`src/rtl/timer_counter_if.sv`:
```
// Peripheral bus port of the down-counting timer:
// register access plus the interrupt request line.
interface timer_counter_if;
    logic [1:0]  addr;
    logic        we;
    logic [31:0] din;
    logic [31:0] dout;
    logic        irq;

    modport master (
        output addr,
        output we,
        output din,
        input  dout,
        input  irq
    );

    modport slave (
        input  addr,
        input  we,
        input  din,
        output dout,
        output irq
    );
endinterface

```
`src/rtl/timer_counter.sv`:
```
// Memory-mapped down-counting timer with one-shot and
// auto-reload modes and a maskable sticky interrupt flag.
module timer_counter (
    input logic             clk,
    input logic             reset,
    timer_counter_if.slave  bus
);

    typedef enum logic [1:0] {
        S_IDLE,
        S_LOAD,
        S_CNT,
        S_INT
    } state_t;

    state_t      state, state_n;
    logic        en, en_n;
    logic [1:0]  mode, mode_n;
    logic        im, im_n;
    logic [31:0] preset, preset_n;
    logic [31:0] count, count_n;
    logic        flag, flag_n;
    logic        wr_ctrl, wr_pre;

    assign wr_ctrl = bus.we && (bus.addr == 2'b00);
    assign wr_pre  = bus.we && (bus.addr == 2'b01);

    always_ff @(posedge clk or negedge reset) begin
        if (!reset) begin
            state  <= S_IDLE;
            en     <= 1'b0;
            mode   <= 2'b00;
            im     <= 1'b0;
            preset <= '0;
            count  <= '0;
            flag   <= 1'b0;
        end else begin
            state  <= state_n;
            en     <= en_n;
            mode   <= mode_n;
            im     <= im_n;
            preset <= preset_n;
            count  <= count_n;
            flag   <= flag_n;
        end
    end

    always_comb begin
        state_n  = state;
        en_n     = en;
        mode_n   = mode;
        im_n     = im;
        preset_n = preset;
        count_n  = count;
        flag_n   = flag;

        unique case (state)
            S_IDLE: begin
                if (en) state_n = S_LOAD;
            end
            S_LOAD: begin
                count_n = preset;
                state_n = S_CNT;
            end
            S_CNT: begin
                if (!en) begin
                    state_n = S_IDLE;
                end else if (count > 32'd1) begin
                    count_n = count - 32'd1;
                end else begin
                    count_n = '0;
                    flag_n  = 1'b1;
                    state_n = S_INT;
                end
            end
            S_INT: begin
                // Only MODE=01 reloads; 10/11 fall back to one-shot.
                if (mode == 2'b01) begin
                    flag_n  = 1'b0;
                    state_n = S_LOAD;
                end else begin
                    en_n    = 1'b0;
                    state_n = S_IDLE;
                end
            end
            default: state_n = S_IDLE;
        endcase

        // Software writes override the internal update of the same edge.
        if (wr_ctrl) begin
            en_n   = bus.din[0];
            mode_n = bus.din[2:1];
            im_n   = bus.din[3];
            flag_n = 1'b0;
        end
        if (wr_pre) begin
            preset_n = bus.din;
            flag_n   = 1'b0;
        end
    end

    always_comb begin
        bus.dout = '0;
        unique case (bus.addr)
            2'b00:   bus.dout = {28'd0, im, mode, en};
            2'b01:   bus.dout = preset;
            2'b10:   bus.dout = count;
            default: bus.dout = '0;
        endcase
    end

    assign bus.irq = flag & im;

endmodule

```
`src/flat_wrapper.sv`:
```
// flat-port wrapper written by rule: the top's interface ports become plain ports
module timer_counter_flat 
  (clk, reset, bus_addr, bus_we, bus_din, bus_dout, bus_irq);
  timer_counter_if bus_i ();
  input logic clk;
  input logic reset;
  input wire logic [$bits(bus_i.addr)-1:0] bus_addr;
  input wire logic [$bits(bus_i.we)-1:0] bus_we;
  input wire logic [$bits(bus_i.din)-1:0] bus_din;
  output wire logic [$bits(bus_i.dout)-1:0] bus_dout;
  output wire logic [$bits(bus_i.irq)-1:0] bus_irq;
  assign bus_i.addr = bus_addr;
  assign bus_i.we = bus_we;
  assign bus_i.din = bus_din;
  assign bus_dout = bus_i.dout;
  assign bus_irq = bus_i.irq;
  timer_counter u_core (.clk(clk), .reset(reset), .bus(bus_i));
endmodule
```
`config.mk`:
```
export PLATFORM = sky130hd
export DESIGN_NAME = timer_counter_flat
export DESIGN_NICKNAME = d
export VERILOG_FILES = /design/src/rtl/timer_counter_if.sv /design/src/rtl/timer_counter.sv /design/src/flat_wrapper.sv
export SDC_FILE = /design/constraint.sdc
export NUM_CORES = 1
export LEC_CHECK = 0
export ABC_AREA = 1
export ABC_CLOCK_PERIOD_IN_PS = 4400
export CORE_ASPECT_RATIO = 1.25
export CORE_MARGIN = 2
export CORE_UTILIZATION = 58
export DETAILED_ROUTE_END_ITERATION = 8
export PLACE_DENSITY_LB_ADDON = 0.3
export SLEW_MARGIN = 20
export SYNTH_ARGS = -nofsm -noshare
export SYNTH_HDL_FRONTEND = slang
export SYNTH_SLANG_ARGS = --single-unit
```
`constraint.sdc`:
```
create_clock -name clk -period 4.4 [get_ports clk]
set_input_delay 0.66 -clock clk [delete_from_list [all_inputs] [get_ports clk]]
set_output_delay 0.66 -clock clk [all_outputs]
set_load 0.02 [all_outputs]
```
==> impl_metrics.py <==
metrics = {
    "finish": {
        "num-nets-final": 702,
        "nFillCells": 589,
        "layout_commonest_cell": "nand2_1",
        "antenna_cells": 0,
        "multi_input_area_um2": 2130,
        "syn2layout_area_growth_pct": 24.2,
        "drive_gt1_share_pct": 9.28,
        "regArea_um2": 1780,
        "final_cell_mix": "nand2_1 (136), nor2_1 (93), dfrtp_1 (71), inv_1 (68), clkdlybuf4s50_1 (68)",
    },
    "logic_synthesis": {
        "yosysSeqAreaShare_pct": 41.7,
        "synthFlopType": "dfrtp_1",
        "async_reset_ff_share_pct": 100,
        "yosys_warnings": 0,
        "netlist_area_um2": 4260,
        "syn_nets": 637,
        "synth-edff-count": 0,
        "synth_cell_types": 28,
        "ys_ff_latch": 71,
        "syn_avg_cell_area_um2": 7.13,
        "postSynthCellCount": 598,
    },
    "timing": {
        "report.final.slew_viol_count": 0,
        "fin_crit_sh_pct": 76.8,
        "timing.setup.tns_ns": 0,
        "rsz0062_at_grt": "false",
        "setup_violations": 0,
        "slew_headroom_pct": 28.6,
        "fmax_mhz": 296,
        "tightest_slew_ns": 1.07,
        "finalHoldViolations": 0,
        "worst_clock_skew_ns": 0.0103,
        "period_needed_ns": 3.38,
        "setup_slack_ns": 1.02,
    },
    "setup_path": {
        "crit_path_end_kind": "primary output",
        "slowest_stage": "clkdlybuf4s50_1",
        "critPathTopFamily": "buffers and inverters",
        "critPathLaunchType": "input port",
        "path_max_fanout": 23,
        "cpPeakStageDelay_ns": 0.64,
        "critPathBufInv": 5,
        "cp.arrival_ns": 2.72,
        "path_cells": "clkdlybuf4s50_1 > inv_1 > nor2_1 > buf_4 > inv_1 > o221ai_1 > clkdlybuf4s50_1",
        "crit_required_ns": 3.74,
        "critPathKind": "in -> out",
    },
    "job": {
        "cap_viol_max_count": 0,
    },
    "grt": {
        "track_usage_pct": 33.4,
        "grt_max_degree": 46,
        "grt_pass1_wl_um": 20600,
        "antenna_found_initial": 0,
        "globalRouteOverflowTotal": 0,
        "grt_pass1_vias": 4368,
    },
    "clock_tree": {
        "post_cts_buffers": 0,
        "cts.sinks": 71,
        "insertion_delay_ns": 0.35,
        "clk_pin_slew_ns": 0.08,
        "post_cts_resized": 0,
        "cts_root_buffer": "clkbuf_8",
        "htree_levels": 3,
        "clk_path_buf_depth": 2,
        "cts_buffers": 9,
        "cts_tree": "done",
        "postCtsHoldBufs": 0,
    },
    "route": {
        "drt_iter0_drc": 278,
        "antenna_left": 0,
        "drtPass1Iterations": 5,
        "drcViolationCount": 0,
        "routed_via_density": 5.62,
        "postRouteWirelength_um": 12300,
        "wire_per_inst_um": 16.2,
        "vias": 4262,
    },
    "floorplan": {
        "start_util_pct": 60.4,
        "coreArea_um2": 7060,
        "num_rows": 34,
        "die_w_um": 80.7,
        "ioPinCount": 70,
        "die_height_um": 99.9,
        "fp.dieArea_um2": 8060,
    },
    "place": {
        "dpl.hpwl_um": 8650,
        "routabilityCongestion": 0.935,
        "place_ws_ns": 1.06,
        "place.port_buffers": 69,
    },
    "power_and_ir_drop": {
        "p_leak_nw": 2.37,
        "ir_drop_mv": 0.353,
        "power_density_nw_per_um2": 582,
    },
    "status": {
        "status": "finished, final reports clean",
    },
    "hold_path": {
        "hold_path.class": "in -> async",
    },
}
power by group:
part	internal (mW)	switching, mW
combinational	0.472	0.809
clock	0.425	0.257
sequential	0.867	0.251
total	1.76	1.32
cell usage after synthesis, types with 4 or more instances:
master    count  area (um2)
mux2_2       20         225
xor2_1        7        61.3
nor2_1       93         349
o22ai_1       8        50.1
nor2_2        7        43.8
a21oi_1      53         265
nand3_1      30         150
clkbuf_1     16        60.1
dfrtp_1      71        1780
inv_1        68         255
o21ai_0      56         280
inv_2         4        15.0
nand2_2       4        25.0
nand2_1     136         510
cell type report:
class,count,area share [%]
multi-input combinational,434,40.2
inverter,72,5.10
clock buffer,12,3.12
tap,90,2.13
clock inverter,4,1.87
timing repair buffer,75,14.0
sequential,71,33.6
metrics by stage:
stage	cells	power, mW	area (um2)	util (%)	hold slack (ns)
after global placement	742	2.32	5030	71.2	0.470
after detailed placement	742	2.38	5030	71.2	0.474
after floorplan	598	1.93	4260	-	0.364
final	758	3.08	5300	75.0	0.414
after CTS	758	3.07	5300	75.0	0.442
after global routing	758	3.30	5300	75.0	0.490
sequential cells by signal, indices dropped and copies added (netlist names):
name,count
u_core.count,32
u_core.preset,32
u_core.mode,2
u_core.state,2
u_core.en,1
u_core.flag,1
u_core.im,1
kinds of logic after synthesis:
family	synth area share, %
compound gates	16.0
xor+xnor	1.44
simple gates	26.6
flops	41.7
fa+ha+maj	0.587
mux	5.28
buf+inv	8.42
path summary, 6_finish.rpt:
check / start / endpoint / slack [ns] / cells past startpoint
max: bus_addr[0] / bus_dout[0] / 1.02 / 7
min: reset / u_core.preset[16] / 0.41 / 1
max reg2reg: u_core.state[0] / u_core.count[9] / 1.95 / 6
min reg2reg: u_core.preset[2] / u_core.preset[2] / 0.49 / 2
max in group asynchronous: reset / u_core.count[6] / 3.00 / 2
min in group clk: u_core.preset[2] / u_core.preset[2] / 0.49 / 2
per-layer routing:
metal | routed length (um) | share of wire, % | vias up | GRT usage [%]
met4 | 393 | 3.2 | 0 | 13.4
met2 | 6350 | 52 | 167 | 59.1
li1 | - | - | 2052 | -
met3 | 707 | 5.8 | 36 | 5.40
met5 | 0 | 0 | - | 0
met1 | 4820 | 39 | 2007 | 40.0
(Power assumes the default switching activity.)
